`src/rtl/cpu_pkg.sv`:
```
// Shared core types: decoded control bundle, execute-stage result entry and
// the immediate generator used by both the execute stage and the branch unit.
package cpu_pkg;

    localparam int XLEN = 32;

    typedef enum logic [2:0] {
        IMM_I = 3'd0,
        IMM_S = 3'd1,
        IMM_B = 3'd2,
        IMM_U = 3'd3,
        IMM_J = 3'd4
    } imm_type_t;

    typedef enum logic [1:0] {
        SRC_A_RS1 = 2'd0,
        SRC_A_PC  = 2'd1
    } src_a_sel_t;

    typedef enum logic {
        SRC_B_RS2 = 1'b0,
        SRC_B_IMM = 1'b1
    } src_b_sel_t;

    typedef enum logic [2:0] {
        ALU_NOP = 3'd0,
        ALU_ADD = 3'd1,
        ALU_SUB = 3'd2,
        ALU_AND = 3'd3,
        ALU_OR  = 3'd4,
        ALU_XOR = 3'd5
    } alu_op_t;

    typedef enum logic {
        WRITE_DISABLE = 1'b0,
        WRITE_ENABLE  = 1'b1
    } reg_write_t;

    typedef struct packed {
        alu_op_t    alu_op;
        src_a_sel_t src_a_sel;
        src_b_sel_t src_b_sel;
        imm_type_t  imm_type;
        reg_write_t reg_write;
    } control_signals_t;

    typedef struct packed {
        logic [XLEN-1:0] result;
        logic [4:0]      rd;
        reg_write_t      reg_write;
    } ex_result_t;

    typedef enum logic [1:0] {
        BUF_EMPTY = 2'd0,
        BUF_ONE   = 2'd1,
        BUF_FULL  = 2'd2
    } buf_state_t;

    function automatic logic [31:0] gen_imm(input logic [31:0] instr, input imm_type_t imm_type);
        logic [31:0] imm;
        case (imm_type)
            IMM_I:   imm = {{20{instr[31]}}, instr[31:20]};
            IMM_S:   imm = {{20{instr[31]}}, instr[31:25], instr[11:7]};
            IMM_B:   imm = {{19{instr[31]}}, instr[31], instr[7], instr[30:25], instr[11:8], 1'b0};
            IMM_U:   imm = {instr[31:12], 12'b0};
            IMM_J:   imm = {{11{instr[31]}}, instr[31], instr[19:12], instr[20], instr[30:21], 1'b0};
            default: imm = '0;
        endcase
        return imm;
    endfunction

endpackage

```
`src/rtl/ex_stage_alu.sv`:
```
// Combinational integer ALU for the execute stage.
module alu
    import cpu_pkg::*;
(
    input  alu_op_t         op_i,
    input  logic [XLEN-1:0] a_i,
    input  logic [XLEN-1:0] b_i,
    output logic [XLEN-1:0] result_o
);

    always_comb begin
        result_o = '0;
        case (op_i)
            ALU_ADD: result_o = a_i + b_i;
            ALU_SUB: result_o = a_i - b_i;
            ALU_AND: result_o = a_i & b_i;
            ALU_OR:  result_o = a_i | b_i;
            ALU_XOR: result_o = a_i ^ b_i;
            default: result_o = '0;
        endcase
    end

endmodule

```
`src/rtl/ex_stage.sv`:
```
// Execute stage: immediate/operand selection, ALU, and a two-entry skid
// buffer (output register + skid register) toward writeback.
module ex_stage
    import cpu_pkg::*;
#(
    parameter int XLEN = 32
) (
    input  logic             clk,
    input  logic             rst_n,
    input  logic             flush,
    input  logic             in_valid,
    output logic             in_ready,
    input  control_signals_t in_ctrl,
    input  logic [31:0]      in_instr,
    input  logic [XLEN-1:0]  in_rs1_data,
    input  logic [XLEN-1:0]  in_rs2_data,
    input  logic [4:0]       in_rd,
    output logic             out_valid,
    input  logic             out_ready,
    output logic [XLEN-1:0]  out_result,
    output logic [4:0]       out_rd,
    output reg_write_t       out_reg_write
);

    buf_state_t      state_q, state_d;
    ex_result_t      out_q, out_d;
    ex_result_t      skid_q, skid_d;
    ex_result_t      new_entry;
    logic [XLEN-1:0] imm, op_a, op_b, alu_res;
    logic            accept, xfer;

    // Opcode bits and src_a_sel carry no information for operand A here.
    logic unused_in;
    assign unused_in = ^{in_instr[6:0], in_ctrl.src_a_sel};

    assign imm  = gen_imm(in_instr, in_ctrl.imm_type);
    assign op_a = in_rs1_data;
    assign op_b = (in_ctrl.src_b_sel == SRC_B_IMM) ? imm : in_rs2_data;

    alu u_alu (
        .op_i     (in_ctrl.alu_op),
        .a_i      (op_a),
        .b_i      (op_b),
        .result_o (alu_res)
    );

    always_comb begin
        new_entry.result    = alu_res;
        new_entry.rd        = in_rd;
        new_entry.reg_write = (in_ctrl.reg_write == WRITE_ENABLE && in_rd != 5'd0)
                              ? WRITE_ENABLE : WRITE_DISABLE;
    end

    // Ready decodes registered state only; no path from out_ready.
    assign in_ready      = rst_n && (state_q != BUF_FULL);
    assign out_valid     = (state_q != BUF_EMPTY);
    assign out_result    = out_q.result;
    assign out_rd        = out_q.rd;
    assign out_reg_write = out_q.reg_write;

    assign accept = in_valid && in_ready && !flush;
    assign xfer   = out_valid && out_ready;

    always_comb begin
        state_d = state_q;
        out_d   = out_q;
        skid_d  = skid_q;
        if (flush) begin
            state_d = BUF_EMPTY;
        end else begin
            case (state_q)
                BUF_EMPTY: if (accept) begin
                    out_d   = new_entry;
                    state_d = BUF_ONE;
                end
                BUF_ONE: begin
                    if (accept && xfer) begin
                        out_d = new_entry;
                    end else if (accept) begin
                        skid_d  = new_entry;
                        state_d = BUF_FULL;
                    end else if (xfer) begin
                        state_d = BUF_EMPTY;
                    end
                end
                BUF_FULL: if (xfer) begin
                    out_d   = skid_q;
                    state_d = BUF_ONE;
                end
                default: state_d = BUF_EMPTY;
            endcase
        end
    end

    always_ff @(posedge clk) begin
        if (!rst_n) begin
            state_q <= BUF_EMPTY;
            out_q   <= '0;
            skid_q  <= '0;
        end else begin
            state_q <= state_d;
            out_q   <= out_d;
            skid_q  <= skid_d;
        end
    end

endmodule

```
`config.mk`:
```
export PLATFORM = sky130hd
export DESIGN_NAME = ex_stage
export DESIGN_NICKNAME = d
export VERILOG_FILES = /design/src/rtl/cpu_pkg.sv /design/src/rtl/ex_stage_alu.sv /design/src/rtl/ex_stage.sv
export SDC_FILE = /design/constraint.sdc
export NUM_CORES = 1
export LEC_CHECK = 0
export BUFFER_PORTS_ARGS = -buffer_cell sky130_fd_sc_hd__buf_2
export CAP_MARGIN = 20
export CORE_ASPECT_RATIO = 1.2
export CORE_MARGIN = 1
export CORE_UTILIZATION = 24
export CTS_BUF_LIST = sky130_fd_sc_hd__clkbuf_16
export DETAILED_ROUTE_END_ITERATION = 16
export MAX_ROUTING_LAYER = met4
export PLACE_DENSITY = 0.42
export SYNTH_ARGS = -nofsm -noshare
export SYNTH_HDL_FRONTEND = slang
export SYNTH_SLANG_ARGS = --single-unit
```
`constraint.sdc`:
```
create_clock -name clk -period 5 [get_ports clk]
set_input_delay 0.25 -clock clk [delete_from_list [all_inputs] [get_ports clk]]
set_output_delay 0.25 -clock clk [all_outputs]
set_load 0.01 [all_outputs]
```
== After elaboration in Yosys (flattened, before gate mapping) ==
Index checks and enable logic that the tools add are counted.

* Bits in registers: 78
* Output and inout port bits: 40
* Logic and storage cells: 62

* Add/sub/neg operators: 2
* Equal/unequal tests: 17
* Mux-type cells: 14
* Bitwise logic cells: 6
* Reduce and logical (&&, ||, !) cells: 16

{| class="wikitable"
|+ Operators by type and width
! operator !! count
|-
| $pmux W32 S5 || 2
|-
| $mux W38 || 3
|-
| $pmux W38 S3 || 1
|-
| $add A32 B32 Y32 || 1
|-
| $and A32 B32 Y32 || 1
|-
| $mux W32 || 1
|-
| $or A32 B32 Y32 || 1
|-
| $sub A32 B32 Y32 || 1
|-
| $xor A32 B32 Y32 || 1
|-
| $eq A3 B2 Y1 const B || 4
|-
| $mux W2 || 5
|-
| $ne A2 B2 Y1 const B || 5
|-
| $eq A3 B3 Y1 const B || 3
|-
| $reduce_and A4 Y1 || 2
|-
| $eq A3 B1 Y1 const B || 2
|-
| $logic_and A1 B1 Y1 || 6
|-
| $pmux W2 S3 || 1
|-
| $reduce_and A5 Y1 || 1
|-
| $reduce_bool A5 Y1 || 1
|-
| $logic_not A3 Y1 || 1
|-
| $ne A3 B3 Y1 const B || 1
|-
| $not A1 Y1 || 3
|-
| $reduce_bool A3 Y1 || 1
|-
| $eq A2 B1 Y1 const B || 1
|-
| 6 further kinds || 6
|}

== Depth between registers and ports, before layout ==
* Depth after elaboration: 7
* Gate-level depth with buffers: 25

== By module ==
A second synthesis with hierarchy kept.

* Cells, all modules: 1103
* Area total of the unflattened synthesis: 7968.9 sq um

{| class="wikitable"
|+ By module, submodules not included
! module !! times used !! cells each !! area an instance (sq um)
|-
| alu || 1 || 615 || 4136.5
|-
| ex_stage || 1 || 488 || 3832.4
|}

== Worst setup path before layout ==
No wires, ideal clock.

* Kind: input to register
* Start point: input port in_ctrl[2] (netlist name)
* End point: register out_q, in the netlist out_result[30]
* Library setup time: 0.138 ns
* Arrival time: 4.811 ns
* Data required time: 4.862 ns
* Setup slack: 0.051 ns
* Stages: 22
* Path through: buf_2 and3b_1 buf_6 o21a_4 a221oi_1 nand2_1 or4_1 nor3_1 nor2_1 xnor2_1 ha_1 clkbuf_1 a21oi_1 o21ai_0 or3_1 o21ai_1 o21ai_0 a21o_1 a21oi_1 xnor2_1 a222oi_1 o22ai_1

* Cells in the longest elaborated chain, start to end: 7

{| class="wikitable"
|+ Ends and longest elaborated chain
! element !! line !! source
|-
| start, declared || ex_stage.sv:13 || <nowiki>input control_signals_t in_ctrl,</nowiki>
|-
| $eq A3 B3 Y1, or another cell as far along || cpu_pkg.sv:61 || <nowiki>case (imm_type)</nowiki>
|-
| $pmux W32 S5 (*) || cpu_pkg.sv:61 ||
|-
| $mux W32 (*) || ex_stage.sv:38 || <nowiki>assign op_b = (in_ctrl.src_b_sel == SRC_B_IMM) ? imm : in_rs2_data;</nowiki>
|-
| $sub A32 B32 Y32, or another cell as far along || ex_stage_alu.sv:15 || <nowiki>ALU_SUB: result_o = a_i - b_i;</nowiki>
|-
| $pmux W32 S5 (*) || ex_stage_alu.sv:13 || <nowiki>case (op_i)</nowiki>
|-
| $mux W38 (on tied branches) || ex_stage.sv:77, ex_stage.sv:72 ||
|-
| $pmux W38 S3 (*) || ex_stage.sv:71 || <nowiki>case (state_q)</nowiki>
|-
| end signal, assigned || ex_stage.sv:102 || <nowiki>out_q <= out_d;</nowiki>
|-
| end, declared || ex_stage.sv:26 || <nowiki>ex_result_t out_q, out_d;</nowiki>
|}

Mark *: on every way between the ends. The rest lies on a longest branch, timed or not. The select of a mux whose other input is x is not followed.
A chain may end at the register's enable or synchronous reset.

== Worst setup path after layout ==
Same ends and word-level chain as after synthesis.

==> key figures <==
Critical path
  – Crit path required time: ~5.2 ns
  – R2R depth: 7
  – Worst Path Buf+Inv: 3
  – Delay-heaviest family, CP: compound AO/OA/AOI/OAI gates
  – Arr. time, crit path: just under 5 ns
  – Max Fanout on Critical Path: 12
  – Crit path largest cell delay: 0.56 ns
  – Startpoint Class: primary input
  – CP max stage cell: or4_4
  – CP Class: in -> reg
  – Worst flop-to-flop path startpoint: state_q[1]
  – R2R Path End: out_result[24]
  – Reg2Reg Setup Slack: approximately 2.5 ns
  – Crit. Startpoint: in_ctrl[2]
  – CP Capture Type: flop

Detailed routing
  – DRC: 0
  – Initial DRC Count: roughly 420
  – Routed WL: about 29 mm
  – Vias/cell: about 4.9
  – Antenna-violating nets left: 0
  – Drt wl/cell: 16.7 um
  – Routed via count: 8,398
  – Detailed Routing Iterations Pass 1: 8

Die
  – Vert. Die Dim: 200 um
  – Initial Util: 24.4%
  – Core Footprint: between 0.03 and 0.04 sq mm
  – Die W: between 150 and 200 um
  – Std cell rows: 72
  – Die ar.: 0.0334 sq mm
  – I/O pin count: between 150 and 200

Finish
  – Final core occ: about a third
  – Cell Count, Final, Fillers Out: about 1,700
  – Syn-to-layout area delta: 30.9%
  – Layout cells sized above 1: 25.7%
  – Nets: 1,523

CTS
  – CTS Buf Count: 9
  – CTS max path bufs: 2
  – Worst skew pair latency: approximately 0.34 ns
  – CTS Hold Bufs: 0
  – CTS tree: built
  – Htree depth: 3
  – Root Driver: clkbuf_16
  – Clock-pin slew on the worst setup and hold paths: ~0.07 ns
  – CTS sink cnt: 78

Timing
  – Slew @ Worst Pin: approximately 0.91 ns
  – Post-route setup TNS: 0 ns
  – Worst Skew: just over 0.007 ns
  – Period utilization: about 93%
  – Endpoints failing hold: 0
  – Fmax: roughly 210 MHz
  – Hold slack: between 0.15 and 0.2 ns
  – Final Max Slew Viols: 0
  – Max transition margin: about two fifths
  – Final Critical Period: 4.67 ns
  – Setup violators final: 0

Worst hold path
  – WHS Path Cells: 2
  – Worst Hold Launch: out_ready
  – Min-Delay Path Class: in -> reg
  – Hold Path End: state_q[1]

Synthesis
  – Mapped Area: just under 0.008 sq mm
  – Synth area leader: dfxtp_1
  – Mean post-synth cell area: 7.21 sq um
  – Adder-cell share of the synthesized area: between 10% and 20%
  – Yosys warns: 0
  – Post-synth top cells: nor2_1 (136), nand2_1 (103), a21oi_1 (99), ha_1 (94), dfxtp_1 (78)
  – Largest cells by area after synthesis: dfxtp_1 (20%), ha_1 (15%), nor2_1 (6.5%), a21oi_1 (6.3%), xnor2_1 (5.4%)
  – Async set-or-reset flop fraction in the synthesized netlist: 0%
  – Largest family of logic cells by synthesized area: compound AO/OA/AOI/OAI gates
  – Top-area cell type share of the netlist area: 19.9%
  – Post-synthesis cell count: ~1,100
  – Post-synth net total: between 1,000 and 1,500
  – Synth unique cells: 75
  – Post-Synth Simple-Gate Area: 21.4%
  – Top FF cell, synth: dfxtp_1
  – Complex-gate fraction of the synthesized area: 29.0%
  – Top-count cell post-synth: nor2_1
  – Mux cell area share after synthesis: 0.511%
  – Post-synthesis xor/xnor area fraction: 6.48%
  – Number of synthesized flops with an enable pin: 0
  – Register area share after synthesis: around a fifth
  – Seq cells post-synth: between 70 and 80

Pwr
  – Cell Pwr Density: approximately 230 mW/mm^2
  – Sw Ratio: 36.5%
  – Sw Pwr: between 0.8 and 0.9 mW
  – Flop pwr share: 27.3%
  – Pleak: approximately 4.8 nW
  – Max IR drop VDD: approximately 0.00015 V
  – Internal Pwr Total: around 1.5 mW
  – Post-layout power: roughly 2.4 mW
  – Clock share of power: around 28%
  – Comb pwr share: between 40% and 50%

Place
  – Placed Cells: 1,707
  – HPWL after DPL: roughly 23 mm
  – Buffers added on ports: roughly 150
  – GP Congestion: ~0.89

Flow run
  – Max-cap violations: 0

Global route
  – First-pass GRT wire length: ~45 mm
  – Vias in the first global route: 8,035
  – All-Layer GR Usage: 17.7%
  – Grt total ovfl: 0
  – Initial antenna violation count: 4
  – Largest net degree at the start of global routing: 74

Outcome
  – Status: completed
-- layout by cell type (no fill, tap or decap), types with 6 or more instances in the layout --
cell type / netlist / final
a211oi_1: 41 / 41
a21boi_0: 6 / 6
a21o_1: 17 / 17
a21oi_1: 99 / 95
a221oi_1: 10 / 6
a222oi_1: 17 / 17
a22oi_1: 6 / 6
a311oi_1: 8 / 8
a31oi_1: 8 / 8
and3_1: 11 / 11
buf_2: 8 / 143
buf_4: 1 / 136
clkbuf_16: 0 / 9
dfxtp_1: 78 / 78
ha_1: 94 / 94
inv_1: 75 / 76
nand2_1: 103 / 103
nand2b_1: 15 / 14
nand3_1: 21 / 21
nor2_1: 136 / 132
nor2b_1: 14 / 14
nor3_1: 18 / 17
o21ai_0: 73 / 69
or2_2: 6 / 6
xnor2_1: 48 / 48
xor2_1: 10 / 10
-- what timing repair did --
item / 4_1_cts / 5_1_grt
setup buffers: 0 / 1
pin swaps: 1 / 7
resized for setup: 2 / 25
endpoints found under the setup margin: 2 / 13
cloned: 0 / 0
-- cells by family after synthesis --
family	after synthesis
buffers and inverters	147
AOI/OAI and AO/OA	344
muxes	4
and+or+nand+nor	360
DFF	78
xor gates and xnor gates	58
adders and majority gates	96
-- worst max-delay path by stage --
stage	end	cells past startpoint	slack, ns
after detailed placement	out_result[30]	24	-0.39
after global routing	out_result[30]	25	-0.004
after global placement	out_result[30]	24	-0.39
final	out_result[30]	25	0.33
after floorplan	out_result[30]	22	0.05
after CTS	out_result[30]	25	0.03
-- sequential cells by signal, summed over array words and instances, names as in the netlist --
name,flops
skid_q,38
out_result,32
out_rd,5
state_q,2
out_reg_write,1
-- through the flow --
| stage | area [sq um] | setup slack [ns] |
|---|---|---|
| detailed placement | 9840 | -0.391 |
| CTS | 10100 | 0.0271 |
| finish | 10300 | 0.329 |
| global route | 10300 | -0.00388 |
| global placement | 9840 | -0.385 |
| floorplan | 7840 | 0.0508 |
-- layer usage --
| metal | global-route usage, % | wire, um |
|---|---|---|
| met4 | 3.70 | 431 |
| met1 | 22.5 | 13800 |
| met3 | 1.89 | 998 |
| met2 | 30.2 | 13600 |
| met5 | - | 0 |
-- power groups by stage --
stage | sequential [mW] | clock [mW] | combinational (mW)
CTS | 0.646 | 0.682 | 1.05
global placement | 0.659 | 0 | 1.04
floorplan | 0.665 | 0 | 0.615
global route | 0.647 | 0.707 | 1.18
detailed placement | 0.660 | 0 | 1.04
finish | 0.645 | 0.661 | 1.06
-- final cells by class --
| class | instances | area, sq um |
|---|---|---|
| diodes | 4 | 10.0 |
| clock buffers | 9 | 225 |
| clock inverters | 7 | 72.6 |
| fillers | 3508 | 21900 |
| inverters | 77 | 289 |
| multi-input cells | 862 | 5810 |
| flip-flops and latches | 78 | 1560 |
| well taps | 407 | 509 |
| repair buffers | 284 | 1780 |
(Power assumes the default switching activity.)
